$ cat src/rtl/pr_kernel_op_if.sv
// Pixel-side bundle between the window/line-buffer, the kernel operator and the VGA output mux.
// The master drives the window, the counters and the mode request; the slave returns colour and mode status.
interface pr_kernel_op_if #(
    parameter int PIX_W = 8,
    parameter int OUT_W = 4,
    parameter int H_W   = 10
);
    logic                 blank;
    logic [H_W-1:0]       hc;
    logic [H_W-1:0]       vc;
    logic [12*PIX_W-1:0]  dout;
    logic [2:0]           mode_req;
    logic                 mode_load;
    logic [PIX_W-1:0]     thresh;
    logic [OUT_W-1:0]     redx;
    logic [OUT_W-1:0]     greenx;
    logic [OUT_W-1:0]     bluex;
    logic [2:0]           mode_active;
    logic                 mode_pending;

    modport master (
        output blank, hc, vc, dout, mode_req, mode_load, thresh,
        input  redx, greenx, bluex, mode_active, mode_pending
    );

    modport slave (
        input  blank, hc, vc, dout, mode_req, mode_load, thresh,
        output redx, greenx, bluex, mode_active, mode_pending
    );
endinterface

$ cat src/rtl/pr_kernel_op.sv
// Three-stage 3x3 neighbourhood operator with eight frame-synchronous modes
// (bypass, gray, edge, binary edge, inverted edge, blur, two reserved).
module pr_kernel_op #(
    parameter int PIX_W = 8,
    parameter int OUT_W = 4,
    parameter int H_W   = 10,
    parameter int X0    = 100,
    parameter int X1    = 260,
    parameter int Y0    = 100,
    parameter int Y1    = 215
) (
    input logic         pixel_clk,
    input logic         reset,
    pr_kernel_op_if.slave bus
);
    localparam int LW = PIX_W + 4;
    localparam int SW = PIX_W + 3;
    localparam int SH = PIX_W - OUT_W;
    localparam logic [H_W-1:0]   X0_C = H_W'(X0);
    localparam logic [H_W-1:0]   X1_C = H_W'(X1);
    localparam logic [H_W-1:0]   Y0_C = H_W'(Y0);
    localparam logic [H_W-1:0]   Y1_C = H_W'(Y1);
    localparam logic [PIX_W-1:0] MAX  = {PIX_W{1'b1}};

    logic in_win;
    logic fs;

    assign in_win = !bus.blank && (bus.hc >= X0_C) && (bus.hc < X1_C)
                    && (bus.vc >= Y0_C) && (bus.vc < Y1_C);
    assign fs     = (bus.hc == '0) && (bus.vc == '0);

    // A load coincident with frame start bypasses the pending slot.
    logic [2:0] mode_act;
    logic [2:0] pend_mode;
    logic       pending;

    always_ff @(posedge pixel_clk) begin
        if (reset) begin
            mode_act  <= 3'd2;
            pend_mode <= 3'd0;
            pending   <= 1'b0;
        end else if (fs && bus.mode_load) begin
            mode_act  <= bus.mode_req;
            pending   <= 1'b0;
        end else if (fs && pending) begin
            mode_act  <= pend_mode;
            pending   <= 1'b0;
        end else if (bus.mode_load) begin
            pend_mode <= bus.mode_req;
            pending   <= 1'b1;
        end
    end

    // Field k sits at dout[k*PIX_W +: PIX_W]: 0 red, 1 green, 2 blue, 3..10 neighbours, 11 centre.
    logic [PIX_W-1:0] s1_f [12];
    logic             s1_win;
    logic [PIX_W-1:0] s1_thr;
    logic [2:0]       s1_mode;

    always_ff @(posedge pixel_clk) begin
        if (reset) begin
            for (int k = 0; k < 12; k++) s1_f[k] <= '0;
            s1_win  <= 1'b0;
            s1_thr  <= '0;
            s1_mode <= 3'd0;
        end else begin
            for (int k = 0; k < 12; k++) s1_f[k] <= bus.dout[k*PIX_W +: PIX_W];
            s1_win  <= in_win;
            s1_thr  <= bus.thresh;
            s1_mode <= mode_act;
        end
    end

    logic [SW-1:0]        nsum_c;
    logic signed [LW-1:0] lap_c;

    always_comb begin
        nsum_c = '0;
        for (int k = 3; k < 11; k++) nsum_c = nsum_c + SW'(s1_f[k]);
        lap_c = $signed(LW'({s1_f[11], 3'b000})) - $signed(LW'(nsum_c));
    end

    logic signed [LW-1:0] s2_lap;
    logic [PIX_W-1:0]     s2_blur;
    logic [PIX_W-1:0]     s2_c;
    logic [PIX_W-1:0]     s2_r;
    logic [PIX_W-1:0]     s2_g;
    logic [PIX_W-1:0]     s2_b;
    logic                 s2_win;
    logic [PIX_W-1:0]     s2_thr;
    logic [2:0]           s2_mode;

    always_ff @(posedge pixel_clk) begin
        if (reset) begin
            s2_lap  <= '0;
            s2_blur <= '0;
            s2_c    <= '0;
            s2_r    <= '0;
            s2_g    <= '0;
            s2_b    <= '0;
            s2_win  <= 1'b0;
            s2_thr  <= '0;
            s2_mode <= 3'd0;
        end else begin
            s2_lap  <= lap_c;
            s2_blur <= nsum_c[SW-1:3];
            s2_c    <= s1_f[11];
            s2_r    <= s1_f[0];
            s2_g    <= s1_f[1];
            s2_b    <= s1_f[2];
            s2_win  <= s1_win;
            s2_thr  <= s1_thr;
            s2_mode <= s1_mode;
        end
    end

    logic [PIX_W-1:0] clp;
    logic [PIX_W-1:0] v_r;
    logic [PIX_W-1:0] v_g;
    logic [PIX_W-1:0] v_b;

    always_comb begin
        if (s2_lap[LW-1])
            clp = '0;
        else if (|s2_lap[LW-2:PIX_W])
            clp = MAX;
        else
            clp = s2_lap[PIX_W-1:0];
        v_r = '0;
        v_g = '0;
        v_b = '0;
        if (s2_win) begin
            case (s2_mode)
                3'd0: begin v_r = s2_r; v_g = s2_g; v_b = s2_b; end
                3'd1: begin v_r = s2_c; v_g = s2_c; v_b = s2_c; end
                3'd2: begin v_r = clp;  v_g = clp;  v_b = clp;  end
                3'd3: begin
                    v_r = (clp >= s2_thr) ? MAX : {PIX_W{1'b0}};
                    v_g = v_r;
                    v_b = v_r;
                end
                3'd4: begin v_r = MAX - clp; v_g = v_r; v_b = v_r; end
                3'd5: begin v_r = s2_blur; v_g = s2_blur; v_b = s2_blur; end
                default: ;
            endcase
        end
    end

    logic [OUT_W-1:0] red_q;
    logic [OUT_W-1:0] green_q;
    logic [OUT_W-1:0] blue_q;

    always_ff @(posedge pixel_clk) begin
        if (reset) begin
            red_q   <= '0;
            green_q <= '0;
            blue_q  <= '0;
        end else begin
            red_q   <= OUT_W'(v_r >> SH);
            green_q <= OUT_W'(v_g >> SH);
            blue_q  <= OUT_W'(v_b >> SH);
        end
    end

    assign bus.redx         = red_q;
    assign bus.greenx       = green_q;
    assign bus.bluex        = blue_q;
    assign bus.mode_active  = mode_act;
    assign bus.mode_pending = pending;
endmodule
$ cat src/flat_wrapper.sv
// flat-port wrapper written by rule: the top's interface ports become plain ports
module pr_kernel_op_flat 
#(
    parameter int PIX_W = 8,
    parameter int OUT_W = 4,
    parameter int H_W   = 10,
    parameter int X0    = 100,
    parameter int X1    = 260,
    parameter int Y0    = 100,
    parameter int Y1    = 215
)
  (pixel_clk, reset, bus_blank, bus_hc, bus_vc, bus_dout, bus_mode_req, bus_mode_load, bus_thresh, bus_redx, bus_greenx, bus_bluex, bus_mode_active, bus_mode_pending);
  pr_kernel_op_if #(.PIX_W(PIX_W), .OUT_W(OUT_W), .H_W(H_W)) bus_i ();
  input logic pixel_clk;
  input logic reset;
  input wire logic [$bits(bus_i.blank)-1:0] bus_blank;
  input wire logic [$bits(bus_i.hc)-1:0] bus_hc;
  input wire logic [$bits(bus_i.vc)-1:0] bus_vc;
  input wire logic [$bits(bus_i.dout)-1:0] bus_dout;
  input wire logic [$bits(bus_i.mode_req)-1:0] bus_mode_req;
  input wire logic [$bits(bus_i.mode_load)-1:0] bus_mode_load;
  input wire logic [$bits(bus_i.thresh)-1:0] bus_thresh;
  output wire logic [$bits(bus_i.redx)-1:0] bus_redx;
  output wire logic [$bits(bus_i.greenx)-1:0] bus_greenx;
  output wire logic [$bits(bus_i.bluex)-1:0] bus_bluex;
  output wire logic [$bits(bus_i.mode_active)-1:0] bus_mode_active;
  output wire logic [$bits(bus_i.mode_pending)-1:0] bus_mode_pending;
  assign bus_i.blank = bus_blank;
  assign bus_i.hc = bus_hc;
  assign bus_i.vc = bus_vc;
  assign bus_i.dout = bus_dout;
  assign bus_i.mode_req = bus_mode_req;
  assign bus_i.mode_load = bus_mode_load;
  assign bus_i.thresh = bus_thresh;
  assign bus_redx = bus_i.redx;
  assign bus_greenx = bus_i.greenx;
  assign bus_bluex = bus_i.bluex;
  assign bus_mode_active = bus_i.mode_active;
  assign bus_mode_pending = bus_i.mode_pending;
  pr_kernel_op #(.PIX_W(PIX_W), .OUT_W(OUT_W), .H_W(H_W), .X0(X0), .X1(X1), .Y0(Y0), .Y1(Y1)) u_core (.pixel_clk(pixel_clk), .reset(reset), .bus(bus_i));
endmodule
$ cat config.mk
export PLATFORM = sky130hd
export DESIGN_NAME = pr_kernel_op_flat
export DESIGN_NICKNAME = d
export VERILOG_FILES = /design/src/rtl/pr_kernel_op_if.sv /design/src/rtl/pr_kernel_op.sv /design/src/flat_wrapper.sv
export SDC_FILE = /design/constraint.sdc
export NUM_CORES = 1
export LEC_CHECK = 0
export CORE_UTILIZATION = 51
export CTS_CLUSTER_DIAMETER = 60
export DETAILED_ROUTE_END_ITERATION = 6
export GPL_TIMING_DRIVEN = 0
export PLACE_DENSITY = 0.8
export SYNTH_ARGS = -nofsm -noshare
export SYNTH_HDL_FRONTEND = slang
export SYNTH_SLANG_ARGS = --single-unit
$ cat constraint.sdc
create_clock -name pixel_clk -period 7.7 [get_ports pixel_clk]
set_input_delay 1.155 -clock pixel_clk [delete_from_list [all_inputs] [get_ports pixel_clk]]
set_output_delay 1.155 -clock pixel_clk [all_outputs]
set_load 0.005 [all_outputs]
Word-level counts from Yosys, hierarchy flattened:

Memories as Yosys holds them, arrays and structs flattened. A register that Yosys moved wholly into a read port is not among the register bits.
Cells that the tools add are included.
W data, S select, Z words.

* bits in registers: 71
* memory bits (writable): 96
* bits of input ports: 131
* output and inout bits: 16
* word-level logic and storage cells: 89
* memories kept: 1

Memory list
* u_core.s1_f: depth 12, width 8, rd ports 12, clocked after Yosys merged registers in 3, write ports 12, line pr_kernel_op.sv:55 `logic [PIX_W-1:0] s1_f [12];`

* $add $sub $neg: 9
* order comparisons: 5
* equality and inequality tests: 5
* multiplexer cells: 23
* bitwise operators: 15
* reduce and logical (&&, ||, !) cells: 16

Operators by type and width (count)
* $pmux W8 S6: 3
* $mux W8: 15
* $add A11 B8 Y11: 6
* $ge A10 B7 Y1 const B: 2
* $logic_not A10 Y1: 2
* $or A1 B1 Y1: 12
* $sub A11 B11 Y12: 1
* $lt A10 B8 Y1 const B: 1
* $lt A10 B9 Y1 const B: 1
* $add A8 B8 Y9: 1
* $ge A8 B8 Y1: 1
* $sub A8 B8 Y8 const A: 1
* $logic_and A1 B1 Y1: 7
* $eq A3 B2 Y1 const B: 2
* $eq A3 B3 Y1 const B: 2
* $mux W3: 2
* $reduce_or A3 Y1: 2
* $eq A3 B1 Y1 const B: 1
* $logic_not A3 Y1: 1
* $mux W1: 3
* $not A1 Y1: 3
* $reduce_and A3 Y1: 1
* $reduce_bool A2 Y1: 1
* $reduce_or A2 Y1: 1
* $logic_not A1 Y1: 1

Logic depth before layout (Yosys ltp):

An unclocked memory read counts as a cell.

* depth after elaboration: 9
* depth in mapped cells: 25
* depth with buffers taken out: 25

Worst setup path before layout:

OpenSTA, ideal clock, no wires.

* kind: reg2reg
* start point: memory u_core.s1_f[4][0], in the netlist u_core.s1_f[1][0]
* end point: register u_core.s2_lap[10]
* setup time: 0.128 ns
* data arrival time: 5.728 ns
* required time: 7.572 ns
* path slack: 1.845 ns
* cell stages (with the launch flop): 24
* buffers on the path: 0
* clock period less this slack: 5.855 ns
* cell sequence: dfxtp_1 > ha_1 > inv_1 > fa_1 > xnor2_1 > fa_1 > inv_1 > fa_1 > fa_1 > inv_1 > fa_1 > inv_1 > fa_1 > nor2b_1 > o21ai_0 > a21oi_1 > o21a_1 > o21ai_0 > ha_1 > o2111a_1 > a2111oi_0 > a21oi_1 > xnor2_1 > nor2_1

RTL lines
* start: declaration: line pr_kernel_op.sv:55
* end signal: assignment: line pr_kernel_op.sv:105 `s2_lap <= lap_c;`
* end: declaration: line pr_kernel_op.sv:83 `logic signed [LW-1:0] s2_lap;`

==> impl_metrics.ini <==
[status]
outcome = complete, no violations

[detailed_routing]
drt-initial-drc-count = 171
dr_wl_met3_um = 686
wl_per_cell_um = 14.4
num_vias = 5056
drc_errors = 0
via_per_inst = 4.94
wl_met1_um = 6000
routed_wl_um = 14800
dr_wl_met2_um = 7700
first_pass_iters = 4
top_layer = met4
ant_nets = 0

[yosys]
ys.flop_type = dfxtp_1
synth_edf_count = 0
syn_avg_cell_area_um2 = 10.2
syn_nets = 892
synth_area_mm2 = 0.00696
synth_warnings = 0
synth_seq_cells = 159
synth_cell_types = 49
synth_area_leader_cell = dfxtp_1
synth_cells = 682
async_reset_ff_frac = 0
synth_area_leaders = dfxtp_1 (46%), nor2b_1 (12%), fa_1 (11%)
seq_area_frac_synth = 0.457
synth_top_area_frac = 0.457

[clocking]
tritoncts = yes
cts-resized-gates = 0
post-cts-setup-buffers = 0
clockBufferDepth = 2
root_buffer = clkbuf_16
numCtsBuffers = 17
holdBufCountCts = 0
clock-sinks = 159
h-tree-depth = 4
clkTransAtPathRegs_ns = 0.06
insertion_delay_ns = 0.43

[setup_path]
rr_worst_depth = 23
slowest_delay_ns = 0.76
path_max_fanout = 5
cp_num_buf_inv = 4
start_kind = register
r2r-start = u_core.s1_f[1][0]
cp_slowest_cell = a2111oi_0
r2r_slack_ns = 0.99
cp_common_cell = fa_1
r2r_end = u_core.s2_lap[10]
critPathTopFamily = adder cells
worst-setup-path-type = reg2reg
arrival_ns = 7.00
worstPathCellList = ha_1 -> inv_1 -> fa_1 -> xnor2_1 -> fa_1 -> inv_1 -> fa_1 -> fa_1 -> inv_1 -> fa_1 -> inv_1 -> fa_1 -> nor2b_1 -> o21ai_0 -> a21oi_1 -> o21a_1 -> o21ai_0 -> ha_1 -> o2111a_1 -> a2111oi_0 -> a21oi_1 -> xnor2_1 -> nor2_1
critical_path_required_ns = 7.99
endpoint_kind = register

[final_layout]
final_common_cell = dfxtp_1
layout.cells.non_filler = 1024
antenna_cells = 0
drive_gt1_frac = 0.0483
final_cell_mix = dfxtp_1 (159), clkdlybuf4s50_1 (134), nor2b_1 (131)
layout.nets = 1045
final_cell_area_mm2 = 0.00914
fillers = 992
syn_to_final_growth_pct = 31.3

[power_and_ir_drop]
power_switching_mw = 1.07
pwr-share-comb = 0.422
p_per_area_mw_per_mm2 = 338
p_int_mw = 2.02
vdd_drop_max_v = 0.000236
power_frac_seq = 0.298
pwr-share-clk = 0.281
netSwitchingFraction = 0.346
power.leakage_nw = 3.83

[place]
globalplace.congestion = 0.808
post-place-ws_ns = 1.07
hpwl_um = 11300
placed_cells = 992
portBuffers = 134
dpl-instance-area_mm2 = 0.00852

[die]
row_count = 42
start_util = 0.524
die-width_um = 119
dieArea_mm2 = 0.0141
io_pins = 147
coreArea_mm2 = 0.0133
dieHeight_um = 119

[sta]
fmax_mhz = 149
period_needed_ns = 6.71
finalCritPeriodShare = 0.872
max_slew.worst_pin.slew_ns = 0.812
holdWs_ns = 0.437
slew_violations = 0
clock_skew_ns = 0.00947
finalSetupViolations = 0
post-route-worst-setup-slack_ns = 0.985
rsz0062_at_grt = false
relSlewSlack = 0.445
finalHoldViolCount = 0
setup_tns_ns = 0

[grt]
gr-usage-all-layers = 0.228
grt_max_degree = 17
first_global_vias = 5515
globalRouteOverflowTotal = 0
antenna_found_initial = 0
grt_first_pass_wirelength_um = 24600

[worst_hold_path]
whs_path_depth = 1
hp-start = u_core.s1_f[0][6]
min_path_type = reg2reg
whs_endpoint = u_core.s2_r[6]

[run]
maxCapViolCount = 0
==> cells in the mapped netlist (all sizes together), types with 2 or more instances <==
master	instances
and3	3
xnor2	9
nand2b	4
mux2i	10
a2111oi	2
o22ai	4
and2	2
o31ai	2
o21a	6
nand2	19
nor4	4
ha	40
o21ai	22
a211oi	5
nor3	8
or4	2
or3	4
mux2	3
nand3	3
inv	75
a31oi	19
nand4	2
clkbuf	21
nor2	47
dfxtp	159
xor2	9
fa	39
or2	2
nor2b	131
a211o	2
a21oi	9
==> layout make-up <==
cell class	instances	area, um^2	share of cell area
buffer	22	83.8	0.00917
clock buffer	18	439	0.0480
clock inverter	14	180	0.0197
inverter	75	282	0.0308
multi-input combinational	426	3410	0.373
sequential	159	3180	0.348
tap	176	220	0.0241
timing repair buffer	134	1340	0.147
==> state kept, by name (all words and copies together) (netlist names), 4 cells and up <==
| register | cells |
|---|---|
| u_core.s2_lap | 12 |
| u_core.bus.redx | 4 |
| u_core.s2_r | 4 |
| u_core.bus.bluex | 4 |
| u_core.s2_c | 4 |
| u_core.s1_thr | 8 |
| u_core.s1_f | 84 |
| u_core.s2_blur | 4 |
| u_core.s2_thr | 8 |
| u_core.s2_b | 4 |
| u_core.bus.greenx | 4 |
| u_core.s2_g | 4 |
==> power by group through the flow <==
stage / registers (mW) / clock network, mW / logic [mW]
global route: 0.927 / 0.919 / 1.49
CTS: 0.921 / 0.884 / 1.31
finish: 0.921 / 0.868 / 1.31
floorplan: 0.930 / 0 / 0.991
detailed placement: 0.939 / 0 / 1.28
global placement: 0.937 / 0 / 1.22
==> layer usage <==
layer | global-route usage | up-vias
met4 | 0.110 | 0
met5 | 0 | -
met3 | 0.0613 | 29
met1 | 0.244 | 2381
li1 | - | 2506
met2 | 0.413 | 140
==> cell families after synthesis <==
logic type | share of synthesized area
and+or+nand+nor | 0.187
DFF | 0.457
buffers and inverters | 0.0525
AOI/OAI and AO/OA | 0.0776
adders and majority gates | 0.184
xor gates and xnor gates | 0.0226
muxes | 0.0192
==> how the worst max path moves through the flow <==
stage / from / end / slack, ns / cells past startpoint
final: u_core.s1_f[1][0] / u_core.s2_lap[10] / 0.99 / 23
after global placement: u_core.s1_f[1][0] / u_core.s2_lap[10] / 1.22 / 23
after floorplan: u_core.s1_f[1][0] / u_core.s2_lap[10] / 1.84 / 23
after detailed placement: u_core.s1_f[1][0] / u_core.s2_lap[10] / 1.07 / 23
after global routing: u_core.s1_f[1][0] / u_core.s2_lap[10] / 0.54 / 23
after CTS: u_core.s1_f[1][0] / u_core.s2_lap[10] / 1.01 / 23
==> through the flow <==
step / utilization / power [mW]
2_1_floorplan: - / 1.92
3_3_place_gp: 0.641 / 2.16
3_5_place_dp: 0.641 / 2.22
4_1_cts: 0.688 / 3.11
5_1_grt: 0.688 / 3.34
6_report: 0.688 / 3.09
Power figures use the tool's default switching activity.
